===== src/rtl/instruction_fetch_pkg.sv =====
// Shared definitions for the fetch stage and the program-counter register.
package instruction_fetch_pkg;

  typedef enum logic [2:0] {
    IDLE  = 3'd0,
    FETCH = 3'd1,
    HOLD  = 3'd2,
    DRAIN = 3'd3,
    FAULT = 3'd4
  } fetch_state_t;

  localparam int INST_BYTES = 4;

  localparam logic [31:0] DEFAULT_RESET_PC = 32'h0000_0000;

endpackage


===== src/rtl/instruction_fetch.sv =====
// Fetch stage: owns the fetch address, reads instruction memory over req/ack,
// holds the word for decode and mirrors fetch-address changes to the PC register.
module instruction_fetch
  import instruction_fetch_pkg::*;
#(
  parameter int                DATA_W   = 32,
  parameter logic [DATA_W-1:0] RESET_PC = DATA_W'(DEFAULT_RESET_PC)
) (
  input  logic              CLK,
  input  logic              RESET,
  input  logic              halt,
  input  logic              redirect,
  input  logic [DATA_W-1:0] redirect_target,
  output logic              imem_req,
  output logic [DATA_W-1:0] imem_addr,
  input  logic              imem_ack,
  input  logic [DATA_W-1:0] imem_rdata,
  output logic              inst_valid,
  input  logic              inst_ready,
  output logic [DATA_W-1:0] inst,
  output logic [DATA_W-1:0] inst_pc,
  output logic [DATA_W-1:0] PC_NEXT,
  output logic              W_PC,
  output logic              misalign_fault
);

  fetch_state_t      state, state_next;
  logic [DATA_W-1:0] fetch_pc, fetch_pc_next;
  logic [DATA_W-1:0] drain_addr, drain_addr_next;
  logic [DATA_W-1:0] inst_next, inst_pc_next, pc_next_next;
  logic              inst_valid_next, w_pc_next, fault_next;
  logic              target_aligned;

  assign target_aligned = (redirect_target[1:0] == 2'b00);

  // A drained request keeps its original address even after fetch_pc moves on.
  assign imem_req  = (state == FETCH) || (state == DRAIN);
  assign imem_addr = (state == DRAIN) ? drain_addr : fetch_pc;

  always_ff @(posedge CLK) begin
    if (RESET) begin
      state          <= IDLE;
      fetch_pc       <= RESET_PC;
      drain_addr     <= RESET_PC;
      inst           <= '0;
      inst_pc        <= '0;
      inst_valid     <= 1'b0;
      PC_NEXT        <= RESET_PC;
      W_PC           <= 1'b0;
      misalign_fault <= 1'b0;
    end else begin
      state          <= state_next;
      fetch_pc       <= fetch_pc_next;
      drain_addr     <= drain_addr_next;
      inst           <= inst_next;
      inst_pc        <= inst_pc_next;
      inst_valid     <= inst_valid_next;
      PC_NEXT        <= pc_next_next;
      W_PC           <= w_pc_next;
      misalign_fault <= fault_next;
    end
  end

  always_comb begin
    state_next      = state;
    fetch_pc_next   = fetch_pc;
    drain_addr_next = drain_addr;
    inst_next       = inst;
    inst_pc_next    = inst_pc;
    inst_valid_next = inst_valid;
    pc_next_next    = PC_NEXT;
    w_pc_next       = 1'b0;
    fault_next      = misalign_fault;

    // Redirect outranks ack, accept and halt; a word taken in the same cycle is dropped.
    if (redirect && state != FAULT) begin
      inst_valid_next = 1'b0;
      if (!target_aligned) begin
        state_next = FAULT;
        fault_next = 1'b1;
      end else begin
        fetch_pc_next = redirect_target;
        pc_next_next  = redirect_target;
        w_pc_next     = 1'b1;
        unique case (state)
          IDLE:  state_next = halt ? IDLE : FETCH;
          FETCH: begin
            if (imem_ack) begin
              state_next = FETCH;
            end else begin
              state_next      = DRAIN;
              drain_addr_next = fetch_pc;
            end
          end
          HOLD:  state_next = FETCH;
          DRAIN: state_next = imem_ack ? FETCH : DRAIN;
          default: state_next = state;
        endcase
      end
    end else begin
      unique case (state)
        IDLE: begin
          if (!halt) state_next = FETCH;
        end
        FETCH: begin
          if (imem_ack) begin
            inst_next       = imem_rdata;
            inst_pc_next    = fetch_pc;
            inst_valid_next = 1'b1;
            state_next      = HOLD;
          end
        end
        HOLD: begin
          if (inst_ready) begin
            fetch_pc_next   = fetch_pc + DATA_W'(INST_BYTES);
            pc_next_next    = fetch_pc + DATA_W'(INST_BYTES);
            w_pc_next       = 1'b1;
            inst_valid_next = 1'b0;
            state_next      = halt ? IDLE : FETCH;
          end
        end
        DRAIN: begin
          if (imem_ack) state_next = halt ? IDLE : FETCH;
        end
        FAULT: begin
          inst_valid_next = 1'b0;
        end
        default: state_next = IDLE;
      endcase
    end
  end

endmodule


===== config.mk =====
export PLATFORM = sky130hd
export DESIGN_NAME = instruction_fetch
export DESIGN_NICKNAME = d
export VERILOG_FILES = /design/src/rtl/instruction_fetch_pkg.sv /design/src/rtl/instruction_fetch.sv
export SDC_FILE = /design/constraint.sdc
export NUM_CORES = 1
export LEC_CHECK = 0
export CORE_MARGIN = 2
export CORE_UTILIZATION = 34
export DETAILED_ROUTE_END_ITERATION = 8
export GPL_ROUTABILITY_DRIVEN = 0
export PLACE_DENSITY = 0.6
export SYNTH_ARGS = -nofsm -noshare
export SYNTH_HDL_FRONTEND = slang
export SYNTH_SLANG_ARGS = --single-unit

===== constraint.sdc =====
create_clock -name CLK -period 4.1 [get_ports CLK]
set_input_delay 1.025 -clock CLK [delete_from_list [all_inputs] [get_ports CLK]]
set_output_delay 1.025 -clock CLK [all_outputs]
set_load 0.005 [all_outputs]

### Word level (Yosys, flattened, before mapping)

Cells that the tools add are included.

* shifts and indexed selects: 0
* reduce and logical (&&, ||, !) cells: 15
* mux-type cells: 22
* bitwise operators: 3
* multiply operators: 0
* divide/modulo/power cells: 0
* equal/unequal tests: 14
* $add $sub $neg: 1
* $lt $le $gt $ge: 0

Operator list (count)
* $mux 32: 5
* $add 32x3->32 const B: 1
* $mux 3: 6
* $pmux 3 s5: 1
* $ne 3x3->1 const B: 3
* $pmux 3 s3: 1
* $reduce_and 3->1: 3
* $ne 2x2->1 const B: 4
* $mux 1: 7
* $eq 3x2->1 const B: 2
* $ne 3x2->1 const B: 2
* $reduce_and 6->1: 1
* $ne 5x3->1 const B: 1
* $reduce_and 4->1: 1
* $reduce_bool 2->1: 2
* $reduce_or 2->1: 2
* $eq 3x1->1 const B: 1
* $eq 3x3->1 const B: 1
* $logic_not 3->1: 1
* $not 1->1: 3
* $pmux 1 s3: 1
* $reduce_bool 3->1: 1
* $logic_not 2->1: 1
* $mux 2: 1
* other kinds (3): 3

* register bits: 134
* memory bits (writable): 0
* memories kept: 0
* output and inout bits: 132
* latch bits: 0
* bits in read-only memories: 0
* input port bits: 70

### Longest topological paths before layout

Gate-level depths: netlist of run 1.

* depth in word-level cells: 5
* depth in mapped cells: 8
* gate-level depth less buffers: 6

### Worst setup path after synthesis of run 1

Ideal clock, no wire load.

* path type: reg-to-output
* start point: reg state[0]
* end point: out imem_addr[10]
* buffers on the path: 2
* cell stages (with the launch flop): 6
* arrival time: 1.494 ns
* path slack: 1.581 ns
* data required time: 3.075 ns
* cells stage by stage: dfxtp_1 buf_2 and2b_1 nand2_1 buf_1 mux2_2

* cells in the longest elaborated chain, start to end: 2

RTL lines
* from (decl): line instruction_fetch.sv:27 `fetch_state_t state, state_next;`
* from (signal assigned): line instruction_fetch.sv:52 `state <= state_next;`
* $eq 3x2->1: line instruction_fetch.sv:38 `assign imem_addr = (state == DRAIN) ? drain_addr : fetch_pc;`
* $mux 32: line instruction_fetch.sv:38
* to (decl): line instruction_fetch.sv:15 `output logic [DATA_W-1:0] imem_addr,`

No other way between the ends.

### Worst setup path in the final report of run 1

* start point: reg state[2]
* end point: out imem_addr[23]

The elaborated chain is that of the path after synthesis.

==> flow_metrics.py, run 1 <==
metrics = {
    "worst_setup_path": {
        "critPathKind": "reg2out",
        "slowest_cell_delay_on_critical_path_ns": 0.47,
        "critical_path.reg2reg.startpoint": "fetch_pc[2]",
        "critical_path_peak_fanout": 32,
        "critical_path_arrival_ns": 2.49,
        "crit_path_start_kind": "flip-flop",
        "timing.critical_path.slowest_stage_cell": "sky130_fd_sc_hd__dfxtp_1",
        "timing.critical_path.buf_inv": 2,
        "wp_data_required_ns": 3.07,
        "worst_setup_path_end_kind": "output pin",
        "r2r.worst_path.cells": 6,
        "critical_path_cell_count": 5,
        "worst_setup_path_startpoint": "state[2]",
        "crit_family": "buffers and inverters",
        "timing.critical_path.cells": "and2b_1, nand2_1, buf_4, mux2_2, clkdlybuf4s50_1",
    },
    "pwr": {
        "power.share.clock_pct": 50.7,
        "static-leakage-power_nw": 3.01,
        "netSwitchingFraction_pct": 21.9,
        "power.net_switching_mw": 0.712,
        "worst_ir_drop_vdd_mv": 0.334,
        "share_comb_of_total_power_pct": 7.9,
        "power_density_nw_per_um2": 370,
        "cell_internal_pwr_mw": 2.55,
        "finalPower_mw": 3.26,
        "share_seq_of_total_power_pct": 41.4,
    },
    "logic_synthesis": {
        "synth_seq_cells": 134,
        "synthesis.instances": 760,
        "syn_area_um2": 6080,
        "netlist-cell-type-count": 61,
        "ys_seq_area_share_pct": 44.1,
        "ys_warns": 0,
        "dominantRegCellSynth": "sky130_fd_sc_hd__dfxtp_1",
        "avgSynthCellArea_um2": 8.00,
        "synth_enable_flop_cells": 0,
        "ys_async_sr_fraction_pct": 0,
        "mappedNetlistNets": 831,
    },
    "finish": {
        "drive_gt1_share_pct": 9.86,
        "area_growth_pct": 45.0,
        "number_of_inserted_filler_cells_in_the_final_layout": 1707,
        "num-nets-final": 1002,
        "diodes": 0,
        "sequential_cell_area_um2": 2680,
        "final_core_utilization_pct": 50.8,
        "multi_input_area_um2": 3060,
    },
    "timing": {
        "timing.fmax_mhz": 284,
        "setup_total_negative_slack_ns": 0,
        "max_slew_margin_pct": 44.5,
        "report.final.slew_viol_count": 0,
        "finalHoldViolations": 0,
        "final_min_period_over_clock_period_pct": 85.8,
        "skew_ns": 0.00751,
        "worst_slew_pin_slew_ns": 0.832,
        "rsz0062_at_grt": "no",
        "period_minus_ws_final_ns": 3.52,
        "postLayoutSetupSlackWorst_ns": 0.582,
        "report.final.setup_viol": 0,
    },
    "clock_tree": {
        "cts.reportedPaths.clkPinSlew_ns": 0.06,
        "cts_resized": 0,
        "tritoncts_clock_tree": "built",
        "maximum_count_of_clock_buffers_along_a_single_path": 2,
        "number_of_setup_buffers_added_after_cts": 0,
        "later_pin_clock_latency_in_the_skew_report_ns": 0.42,
        "cts_num_sinks": 134,
        "htree_num_levels": 4,
        "total_clock_buffers_created_by_cts": 17,
        "cts_hold_repair.buffers": 0,
        "clk_root_buffer_cell": "sky130_fd_sc_hd__clkbuf_16",
    },
    "placement": {
        "place_ws_ns": 0.969,
        "dp_hpwl_um": 13500,
        "port_buffers": 201,
    },
    "route": {
        "drt-total-wl_um": 19900,
        "dr.pass1.iters": 5,
        "drt_iter0_markers": 417,
        "route.detailed.drc": 0,
        "wl_per_cell_um": 17.1,
        "routed-via-count": 5981,
        "number_of_nets_with_antenna_violations_after_detailed_routing": 0,
        "vias_per_cell": 5.12,
    },
    "floorplanning": {
        "initial_utilization_pct": 35.0,
        "ioPinCount": 202,
        "die_w_um": 138,
        "placementRows": 48,
        "core_region_area_um2": 17400,
        "fp.dieArea_um2": 19000,
        "dieHeight_um": 138,
    },
    "global_route": {
        "first_pass_grt_wire_length_um": 30500,
        "grt_max_degree": 76,
        "global_route.overflow_total": 0,
        "grtUsageTotal_pct": 20.9,
        "vias_in_the_first_global_route": 5577,
        "number_of_antenna_violations_at_the_first_check_in_global_routing": 0,
    },
    "min_path": {
        "timing.hold.worst_path_depth": 2,
        "hold_path_startpoint": "inst_pc[23]",
        "worstHoldPathType": "reg2reg",
    },
    "status": {
        "run_status": "completed",
    },
    "flow_run": {
        "max-cap-violations": 0,
    },
}
==> state kept, by name, summed over array words and instances (netlist names) <==
| register | count |
|---|---|
| fetch_pc | 32 |
| inst | 32 |
| drain_addr | 32 |
| misalign_fault | 1 |
| W_PC | 1 |
| inst_pc | 32 |
| inst_valid | 1 |
| state | 3 |
==> tightest hold or removal path: stages, from the launching register on <==
cell	delay, ns
sky130_fd_sc_hd__dfxtp_1	0.30
sky130_fd_sc_hd__nand2_1	0.05
sky130_fd_sc_hd__a21oi_1	0.05
==> cell usage in the layout (no fill, tap or decap), types with 2 or more instances in the layout <==
master / netlist / routed
sky130_fd_sc_hd__a22oi_1: 9 / 9
sky130_fd_sc_hd__a22o_1: 2 / 2
sky130_fd_sc_hd__nor3_1: 8 / 8
sky130_fd_sc_hd__clkbuf_16: 0 / 17
sky130_fd_sc_hd__nor2_2: 2 / 2
sky130_fd_sc_hd__nand4_1: 11 / 11
sky130_fd_sc_hd__or3_1: 2 / 2
sky130_fd_sc_hd__inv_1: 8 / 8
sky130_fd_sc_hd__nor4_1: 3 / 3
sky130_fd_sc_hd__nand2b_1: 4 / 4
sky130_fd_sc_hd__clkinv_2: 0 / 4
sky130_fd_sc_hd__a21o_1: 7 / 7
sky130_fd_sc_hd__or2_2: 2 / 2
sky130_fd_sc_hd__a221oi_1: 3 / 3
sky130_fd_sc_hd__o22ai_1: 11 / 11
sky130_fd_sc_hd__nor2_1: 14 / 14
sky130_fd_sc_hd__and3_1: 13 / 12
sky130_fd_sc_hd__clkdlybuf4s50_1: 0 / 200
sky130_fd_sc_hd__nand3_2: 1 / 2
sky130_fd_sc_hd__nand3_1: 18 / 17
sky130_fd_sc_hd__clkbuf_1: 24 / 3
sky130_fd_sc_hd__a211oi_1: 3 / 3
sky130_fd_sc_hd__dfxtp_1: 134 / 134
sky130_fd_sc_hd__mux2i_1: 3 / 3
sky130_fd_sc_hd__a311oi_1: 2 / 2
sky130_fd_sc_hd__a31oi_1: 7 / 7
sky130_fd_sc_hd__xor2_1: 8 / 8
sky130_fd_sc_hd__o21ai_0: 19 / 19
sky130_fd_sc_hd__o31ai_1: 4 / 4
sky130_fd_sc_hd__o2bb2ai_1: 2 / 2
sky130_fd_sc_hd__and2b_1: 2 / 2
sky130_fd_sc_hd__nor3_2: 3 / 3
sky130_fd_sc_hd__mux2_2: 32 / 32
sky130_fd_sc_hd__nand2_1: 215 / 215
sky130_fd_sc_hd__and2_1: 3 / 3
sky130_fd_sc_hd__bufinv_16: 0 / 5
sky130_fd_sc_hd__a21oi_1: 119 / 119
sky130_fd_sc_hd__buf_4: 4 / 14
==> synthesized netlist by cell type (9+ instances only) <==
library cell	n	area, um2
sky130_fd_sc_hd__a22oi_1	9	67.6
sky130_fd_sc_hd__buf_2	25	125
sky130_fd_sc_hd__nor2_1	14	52.6
sky130_fd_sc_hd__and3_1	13	81.3
sky130_fd_sc_hd__a21oi_1	119	596
sky130_fd_sc_hd__clkbuf_1	24	90.1
sky130_fd_sc_hd__nand4_1	11	68.8
sky130_fd_sc_hd__mux2_2	32	360
sky130_fd_sc_hd__o21ai_0	19	95.1
sky130_fd_sc_hd__o22ai_1	11	68.8
sky130_fd_sc_hd__dfxtp_1	134	2680
sky130_fd_sc_hd__nand3_1	18	90.1
sky130_fd_sc_hd__nand2_1	215	807
==> metrics by stage <==
stage	area, um2	instances	hold slack (ns)
2_1_floorplan	6080	760	0.434
3_3_place_gp	8190	1137	0.439
3_5_place_dp	8190	1137	0.442
4_1_cts	8810	1168	0.453
5_1_grt	8810	1168	0.468
6_report	8810	1168	0.449
==> routing by layer <==
metal	GRT usage (%)	vias to the layer above	wire, um	share of wire, %
met2	32.3	217	8910	45
met5	0	-	0	0
met4	7.20	0	308	1.5
met1	27.9	2771	8950	45
met3	5.92	22	1780	8.9
li1	-	2971	-	-
==> power groups by stage <==
stage / clock network (mW) / registers [mW] / logic, mW
6_report: 1.65 / 1.35 / 0.258
4_1_cts: 1.69 / 1.35 / 0.260
3_3_place_gp: 0 / 1.38 / 0.259
2_1_floorplan: 0 / 1.36 / 0.123
5_1_grt: 1.74 / 1.35 / 0.279
3_5_place_dp: 0 / 1.38 / 0.258
==> final timing paths <==
check	endpoint	slack, ns
setup / recovery	imem_addr[23]	0.58
hold / removal	inst_pc[23]	0.45
setup reg to reg	fetch_pc[18]	1.77
hold reg to reg	inst_pc[23]	0.45
==> cell families (layout without fill, tap and decap cells) <==
group | after synthesis | in the layout | synth area share (%)
AO/OA/AOI/OAI | 195 | 195 | 18.4
XOR/XNOR | 9 | 9 | 1.30
adder cells (fa/ha/maj) | 1 | 1 | 0.206
buffers and inverters | 71 | 254 | 5.54
flip-flops | 134 | 134 | 44.1
multiplexers | 35 | 35 | 6.42
AND/OR/NAND/NOR | 315 | 315 | 24.0
==> layout make-up <==
class / instances / area share [%]
Clock buffer: 21 / 5.11
Clock inverter: 10 / 2.02
Inverter: 8 / 0.341
Multi-Input combinational cell: 555 / 34.8
Sequential cell: 134 / 30.4
Tap cell: 225 / 3.19
Timing Repair Buffer: 215 / 24.1
Power figures use the tool's default switching activity.
==> run 2, diff against run 1 <==
Settings changed: MAX_ROUTING_LAYER set to met4.
==> flow_metrics.py, run 2 (synthesized netlist as in run 1, its figures left out) <==
metrics = {
    "timing": {
        "max_slew_margin_pct": 44.6,
        "skew_ns": 0.00650,
        "worst_slew_pin_slew_ns": 0.831,
        "period_minus_ws_final_ns": 3.52,
        "finalHoldViolations": 0,
        "hold-worst-slack_ns": 0.449,
        "timing.fmax_mhz": 284,
        "report.final.slew_viol_count": 0,
        "report.final.setup_viol": 0,
        "setup_total_negative_slack_ns": 0,
        "rsz0062_at_grt": "no",
        "final_min_period_over_clock_period_pct": 85.8,
    },
    "floorplanning": {
        "dieHeight_um": 138,
        "ioPinCount": 202,
        "core_region_area_um2": 17400,
        "fp.dieArea_um2": 19000,
        "placementRows": 48,
        "initial_utilization_pct": 35.0,
        "die_w_um": 138,
    },
    "finish": {
        "layout.cells.most_common_list": "sky130_fd_sc_hd__nand2_1, sky130_fd_sc_hd__clkdlybuf4s50_1, sky130_fd_sc_hd__dfxtp_1",
        "diodes": 0,
        "num-nets-final": 1002,
        "area_growth_pct": 45.0,
        "final_core_utilization_pct": 50.8,
        "layout.cells.non_filler": 1168,
        "drive_gt1_share_pct": 9.86,
        "layout.cells.most_common": "sky130_fd_sc_hd__nand2_1",
    },
    "clock_tree": {
        "cts.reportedPaths.clkPinSlew_ns": 0.06,
        "tritoncts_clock_tree": "built",
        "cts_resized": 0,
        "number_of_setup_buffers_added_after_cts": 0,
        "cts_num_sinks": 134,
        "clk_root_buffer_cell": "sky130_fd_sc_hd__clkbuf_16",
        "htree_num_levels": 4,
        "cts_hold_repair.buffers": 0,
        "later_pin_clock_latency_in_the_skew_report_ns": 0.42,
        "total_clock_buffers_created_by_cts": 17,
        "maximum_count_of_clock_buffers_along_a_single_path": 2,
    },
    "status": {
        "run_status": "completed",
    },
    "global_route": {
        "grtUsageTotal_pct": 21.4,
        "vias_in_the_first_global_route": 5582,
        "global_route.overflow_total": 0,
        "number_of_antenna_violations_at_the_first_check_in_global_routing": 0,
        "first_pass_grt_wire_length_um": 30500,
        "grt_max_degree": 76,
    },
    "worst_setup_path": {
        "critical_path.reg2reg.endpoint": "fetch_pc[18]",
        "crit_path_start_kind": "flip-flop",
        "r2r.worst_path.cells": 6,
        "critical_path_arrival_ns": 2.49,
        "critical_path_peak_fanout": 32,
        "timing.reg2reg.setup_slack_ns": 1.75,
        "wp_data_required_ns": 3.07,
        "critical_path.reg2reg.startpoint": "fetch_pc[2]",
        "setup.worst_path.end": "imem_addr[23]",
        "critPathKind": "reg2out",
        "worst_setup_path_end_kind": "output pin",
        "worst_setup_path_startpoint": "state[2]",
    },
    "pwr": {
        "worst_ir_drop_vdd_mv": 0.335,
        "share_seq_of_total_power_pct": 41.4,
        "power_density_nw_per_um2": 370,
        "power.net_switching_mw": 0.711,
        "netSwitchingFraction_pct": 21.8,
        "static-leakage-power_nw": 3.01,
        "cell_internal_pwr_mw": 2.55,
        "share_comb_of_total_power_pct": 7.9,
        "power.share.clock_pct": 50.7,
    },
    "placement": {
        "placed_cells": 1137,
        "port_buffers": 201,
        "dp_hpwl_um": 13500,
    },
    "route": {
        "route.detailed.drc": 0,
        "drt_iter0_markers": 414,
        "number_of_nets_with_antenna_violations_after_detailed_routing": 0,
        "routed-via-count": 6008,
        "drt-total-wl_um": 19900,
        "vias_per_cell": 5.14,
        "wl_per_cell_um": 17.0,
        "dr.pass1.iters": 5,
    },
    "min_path": {
        "worstHoldPathType": "reg2reg",
        "hold_path_startpoint": "inst_pc[23]",
    },
    "flow_run": {
        "max-cap-violations": 0,
    },
}
[run 2: cell counts in the layout (fill, tap and decap cells not counted)]
No cell type changed its count.
[run 2: per-layer routing]
layer	track usage (%)	part of all wire [%]
met5	-	0
met4	7.20	1.7
met3	5.41	8.2
met2	32.2	45
met1	28.1	45
[run 2: metrics by stage]
stage / area (um2) / setup slack, ns / total power, mW
floorplan: 6080 / 1.58 / 1.48
global placement: 8190 / 1.00 / 1.64
detailed placement: 8190 / 0.969 / 1.63
CTS: 8810 / 0.554 / 3.29
global route: 8810 / 0.433 / 3.37
finish: 8810 / 0.581 / 3.26
[run 2: area by class of cell]
class	instances	area (um2)
repair buffers	215	2130
clock buffers	21	450
flip-flops and latches	134	2680
fillers	1707	8540
multi-input cells	555	3060
inverters	8	30.0
clock inverters	10	178
well taps	225	282
[run 2: worst min-delay path by stage]
| stage | slack [ns] | cells past startpoint | endpoint |
|---|---|---|---|
| global route | 0.47 | 2 | inst_pc[27] |
| finish | 0.45 | 2 | inst_pc[23] |
| CTS | 0.45 | 2 | drain_addr[8] |
| detailed placement | 0.44 | 2 | misalign_fault |
| floorplan | 0.43 | 2 | drain_addr[0] |
| global placement | 0.44 | 2 | drain_addr[15] |
[run 2: critical path, cell delays in order (launching register included)]
cell and delay, ns:
sky130_fd_sc_hd__dfxtp_1 0.46, sky130_fd_sc_hd__and2b_1 0.25, sky130_fd_sc_hd__nand2_1 0.07, sky130_fd_sc_hd__buf_4 0.42, sky130_fd_sc_hd__mux2_2 0.40, sky130_fd_sc_hd__clkdlybuf4s50_1 0.46
[run 2: power groups by stage]
stage          sequential, mW  combinational (mW)  clock (mW)
3_5_place_dp             1.38               0.258           0
3_3_place_gp             1.38               0.259           0
5_1_grt                  1.35               0.279        1.74
6_report                 1.35               0.258        1.65
2_1_floorplan            1.36               0.123           0
4_1_cts                  1.35               0.260        1.69
